<file path="config.mk">
export PLATFORM = sky130hd
export DESIGN_NAME = sr_ff_bank
export DESIGN_NICKNAME = d
export VERILOG_FILES = /design/src/rtl/sr_ff_bank.sv
export SDC_FILE = /design/constraint.sdc
export NUM_CORES = 1
export LEC_CHECK = 0
export CAP_MARGIN = 20
export CORE_MARGIN = 10
export CORE_UTILIZATION = 40
export CTS_CLUSTER_SIZE = 20
export DETAILED_ROUTE_END_ITERATION = 10
export PLACE_DENSITY = 0.76
export SYNTH_ARGS = -nofsm -noshare
export SYNTH_HDL_FRONTEND = slang
export SYNTH_SLANG_ARGS = --single-unit
export TNS_END_PERCENT = 50
</file>
<file path="constraint.sdc">
create_clock -name clk -period 1.5 [get_ports clk]
set_input_delay 0.225 -clock clk [delete_from_list [all_inputs] [get_ports clk]]
set_output_delay 0.225 -clock clk [all_outputs]
set_load 0.05 [all_outputs]
</file>
<file path="src/rtl/sr_ff_bank.sv">
// sr_ff_bank: bank of WIDTH clocked SR flip-flops with active-low S/R inputs.
// The forbidden S=R=0 input is resolved per MODE and reported through
// registered conflict flags and a saturating conflict counter.
module sr_ff_bank #(
    parameter int              WIDTH = 8,
    parameter int              MODE  = 0,
    parameter logic [WIDTH-1:0] INIT = '0,
    parameter int              CNT_W = 8
) (
    input  logic             clk,
    input  logic             rst,
    input  logic             en,
    input  logic [WIDTH-1:0] s_n,
    input  logic [WIDTH-1:0] r_n,
    input  logic             clr_cnt,
    output logic [WIDTH-1:0] q,
    output logic [WIDTH-1:0] q_n,
    output logic             chg,
    output logic             conflict,
    output logic [WIDTH-1:0] conflict_mask,
    output logic [CNT_W-1:0] conflict_cnt
);

    if (WIDTH < 1 || CNT_W < 1) begin : g_bad_params
        $error("sr_ff_bank: WIDTH and CNT_W must both be at least 1");
    end

    // Out-of-range policies fall back to hold.
    localparam int MODE_EFF = (MODE >= 0 && MODE <= 3) ? MODE : 0;

    logic [WIDTH-1:0] q_q, q_d;
    logic             chg_q, chg_d;
    logic             conflict_q, conflict_d;
    logic [WIDTH-1:0] mask_q, mask_d;
    logic [CNT_W-1:0] cnt_q, cnt_d;

    // Counter increment that sticks at all-ones instead of wrapping.
    function automatic logic [CNT_W-1:0] sat_inc(input logic [CNT_W-1:0] v);
        return (&v) ? v : v + CNT_W'(1);
    endfunction

    // Next-state resolution for every bit plus the event flags and counter.
    always_comb begin
        q_d        = q_q;
        mask_d     = '0;
        conflict_d = 1'b0;
        cnt_d      = cnt_q;
        if (en) begin
            for (int i = 0; i < WIDTH; i++) begin
                unique case ({s_n[i], r_n[i]})
                    2'b11: q_d[i] = q_q[i];
                    2'b01: q_d[i] = 1'b1;
                    2'b10: q_d[i] = 1'b0;
                    default: begin
                        case (MODE_EFF)
                            1:       q_d[i] = 1'b1;
                            2:       q_d[i] = 1'b0;
                            3:       q_d[i] = ~q_q[i];
                            default: q_d[i] = q_q[i];
                        endcase
                    end
                endcase
            end
            mask_d     = ~s_n & ~r_n;
            conflict_d = |mask_d;
            if (conflict_d) begin
                cnt_d = sat_inc(cnt_q);
            end
        end
        // A clear beats a simultaneous increment and works even with en low.
        if (clr_cnt) begin
            cnt_d = '0;
        end
        chg_d = (q_d != q_q);
    end

    // State and flag registers; reset discards whatever input is pending.
    always_ff @(posedge clk) begin
        if (rst) begin
            q_q        <= INIT;
            chg_q      <= 1'b0;
            conflict_q <= 1'b0;
            mask_q     <= '0;
            cnt_q      <= '0;
        end else begin
            q_q        <= q_d;
            chg_q      <= chg_d;
            conflict_q <= conflict_d;
            mask_q     <= mask_d;
            cnt_q      <= cnt_d;
        end
    end

    assign q             = q_q;
    assign q_n           = ~q_q;
    assign chg           = chg_q;
    assign conflict      = conflict_q;
    assign conflict_mask = mask_q;
    assign conflict_cnt  = cnt_q;

endmodule

</file>
==> impl_metrics.tcl <==
set metrics [dict create \
    port_buffers 53 \
    cts_hold_buf 0 \
    initial_core_util 0.426 \
    htree_levels 1 \
    cp_max_fo 3 \
    fp.coreArea_um2 3420 \
    cp_cell_sequence "dlygate4sd2_1 -> inv_1 -> ha_2 -> or4_4 -> buf_4 -> o21a_1 -> a21oi_2 -> nor3_2" \
    rsz0062_at_grt "false" \
    cts.clk_slew.worst_paths_ps 150 \
    max_freq_mhz 681 \
    layout-drive-gt1-share 0.516 \
    die-area_um2 6450 \
    gr-total-overflow 0 \
    cts_buffer_depth 2 \
    ant_nets 0 \
    fin_skew_ps 5.44 \
    antenna_found_initial 0 \
    critPathLaunch "s_n[5]" \
    fin_crit_sh 0.979 \
    viasPerCell 5.11 \
    gp_congestion 0.848 \
    path_depth 8 \
    synth_nets 208 \
    setup_tns_ps 0 \
    cts_root_buf "clkbuf_4" \
    syn_area_per_cell_um2 8.51 \
    drtIter0Drc 58 \
    powerDensity_nw_per_um2 596 \
    fin_nets 290 \
    end_kind "flip-flop" \
    grt_first_pass_wirelength_mm 7.45 \
    leakage_nw 1.12 \
    cts_tree "built" \
    r2r_cells 6 \
    layout_common_cells "buf_4 (40), buf_12 (23), dfxtp_1 (19)" \
    holdWs_ps 289 \
    cp_slowest_cell "or4_4" \
    endpoint "conflict_cnt[2]" \
    maxCapViolCount 0 \
    reg2reg_slack_ps 60 \
    synthToLayoutAreaGrowth_pct 79.9 \
    multi_input_comb_area_um2 960 \
    cts_made_buffers 3 \
    netlist-cell-type-count 36 \
    finalWirelength_mm 4.53 \
    seq_area_um2 534 \
    setup_viol 0 \
    r2r_end "conflict_cnt[0]" \
    ios 54 \
    start_kind "primary input" \
    hp-class "primary input to flip-flop" \
    syn_inst 171 \
    drt_pass1_iterations 4 \
    crit_buf_inv 3 \
    grt_pass1_vias 1680 \
    min_period_ps 1470 \
    ir_worst_vdd_mv 0.366 \
    finalMaxSlewViolations 0 \
    ys_ff_latch 26 \
    crit_family "simple AND/OR/NAND/NOR gates" \
    layout_commonest_cell "buf_4" \
    relSlewSlack 0.794 \
    worstPathRequired_ps 1730 \
    regToRegStartpoint "conflict_cnt[0]" \
    clkLatencyLatePin_ps 330 \
    ys_warn_count 0 \
    clock-sinks 26 \
    vias 1524 \
    tightest_slew_ps 305 \
    syn_area_um2 1460 \
    yosysSeqAreaShare 0.358 \
    wl_per_cell_um 15.2 \
    cpPeakStageDelay_ps 440 \
    antenna_cells 0 \
    drc_errors 0 \
    grt_usage 0.143 \
    fillCellCount 223 \
    grt_max_degree 20 \
    worstPathArrival_ps 1700 \
    rows 21 \
    dieWidth_um 80.3 \
    dp_hpwl_mm 3.40 \
    die_h_um 80.3 \
    hold_viol 0 \
    status "finished clean" \
    crit_type "primary input to flip-flop" \
]
-- per-stage QoR --
| stage | cell area, µm² | std cells | util | setup slack (ps) | power, mW |
|---|---|---|---|---|---|
| after global routing | 2620 | 298 | 0.766 | 4.83 | 1.62 |
| after CTS | 2610 | 297 | 0.763 | 0.181 | 1.57 |
| after detailed placement | 2470 | 288 | 0.725 | -807 | 1.22 |
| final | 2620 | 298 | 0.766 | 31.0 | 1.56 |
| after floorplan | 1550 | 171 | - | -86.6 | 0.990 |
| after global placement | 2470 | 288 | 0.725 | -764 | 1.21 |
-- cells in the mapped netlist --
library cell	instances	share of area
or3_2	1	0.0052
o21ai_4	1	0.011
and3_1	1	0.0043
nand4b_1	1	0.0060
o21a_1	3	0.015
nor2_1	4	0.010
nand2_1	17	0.044
clkbuf_1	3	0.0077
buf_6	1	0.0077
dfxtp_1	26	0.36
nand3_1	14	0.048
nand4_1	1	0.0043
a22o_1	2	0.012
or4_4	2	0.015
buf_1	1	0.0026
or4_1	1	0.0052
nor4_1	1	0.0043
or4_2	2	0.012
nor3_2	1	0.0069
o21ai_0	2	0.0069
ha_1	17	0.15
o22ai_1	2	0.0086
and2_1	7	0.030
o21ai_1	1	0.0034
o41ai_1	2	0.012
o31a_4	1	0.012
nor2b_1	1	0.0043
or2_2	2	0.0086
o31ai_1	2	0.010
xnor2_1	4	0.024
and2_2	1	0.0052
inv_1	24	0.062
a21oi_1	16	0.055
xor2_1	4	0.024
nor3_1	1	0.0034
buf_2	1	0.0034
-- worst min path at each step --
| stage | depth (start not counted) | from | to |
|---|---|---|---|
| finish | 4 | r_n[2] | conflict_mask[2] |
| CTS | 4 | r_n[4] | conflict_mask[4] |
| floorplan | 2 | clr_cnt | conflict_cnt[5] |
| global placement | 2 | conflict_cnt[6] | conflict_cnt[6] |
| global route | 4 | r_n[2] | conflict_mask[2] |
| detailed placement | 2 | conflict_cnt[6] | conflict_cnt[6] |
-- kinds of logic (layout without fill, tap and decap cells) --
kind of cell,after synthesis,count (layout),synth area share
DFF,26,26,0.358
buffers and inverters,30,111,0.0834
AOI/OAI and AO/OA,32,32,0.147
adders and majority gates,17,17,0.146
xor gates and xnor gates,8,8,0.0481
and+or+nand+nor,58,58,0.218
-- layout make-up --
class	instances	share of cell area
tap	46	0.0220
timing repair buffer	83	0.353
inverter	24	0.0440
sequential	26	0.204
multi-input combinational	115	0.367
clock buffer	4	0.0100
-- worst register-to-register path, cell delays in order (launching register included) --
cell and delay, ps:
dfxtp_4 380, ha_4 160, nand3_2 90, nor2_2 60, buf_6 140, or3_2 420, a21oi_2 140
-- repair_timing --
action | in CTS | in global routing
pin swaps | 11 | 7
endpoints found under the setup margin | 9 | 8
buffers inserted | 4 | 2
gates cloned | 1 | 0
endpoints found under the hold margin | 0 | 0
gates resized for setup | 54 | 30
-- power by group --
part | switching, mW | total, mW | internal, mW
combinational | 0.264 | 0.513 | 0.249
sequential | 0.0189 | 0.727 | 0.708
clock | 0.215 | 0.320 | 0.104
-- layer usage --
layer,routed length (µm),global-route usage
met3,387,0.0612
met4,42,0.0458
met1,1720,0.137
met5,0,0
met2,2380,0.266
-- state kept, by name, summed over array words and instances, names as in the netlist --
register / count
q: 8
conflict: 1
chg: 1
conflict_cnt: 8
conflict_mask: 8
Note: power is estimated with default switching activity, not from simulation.
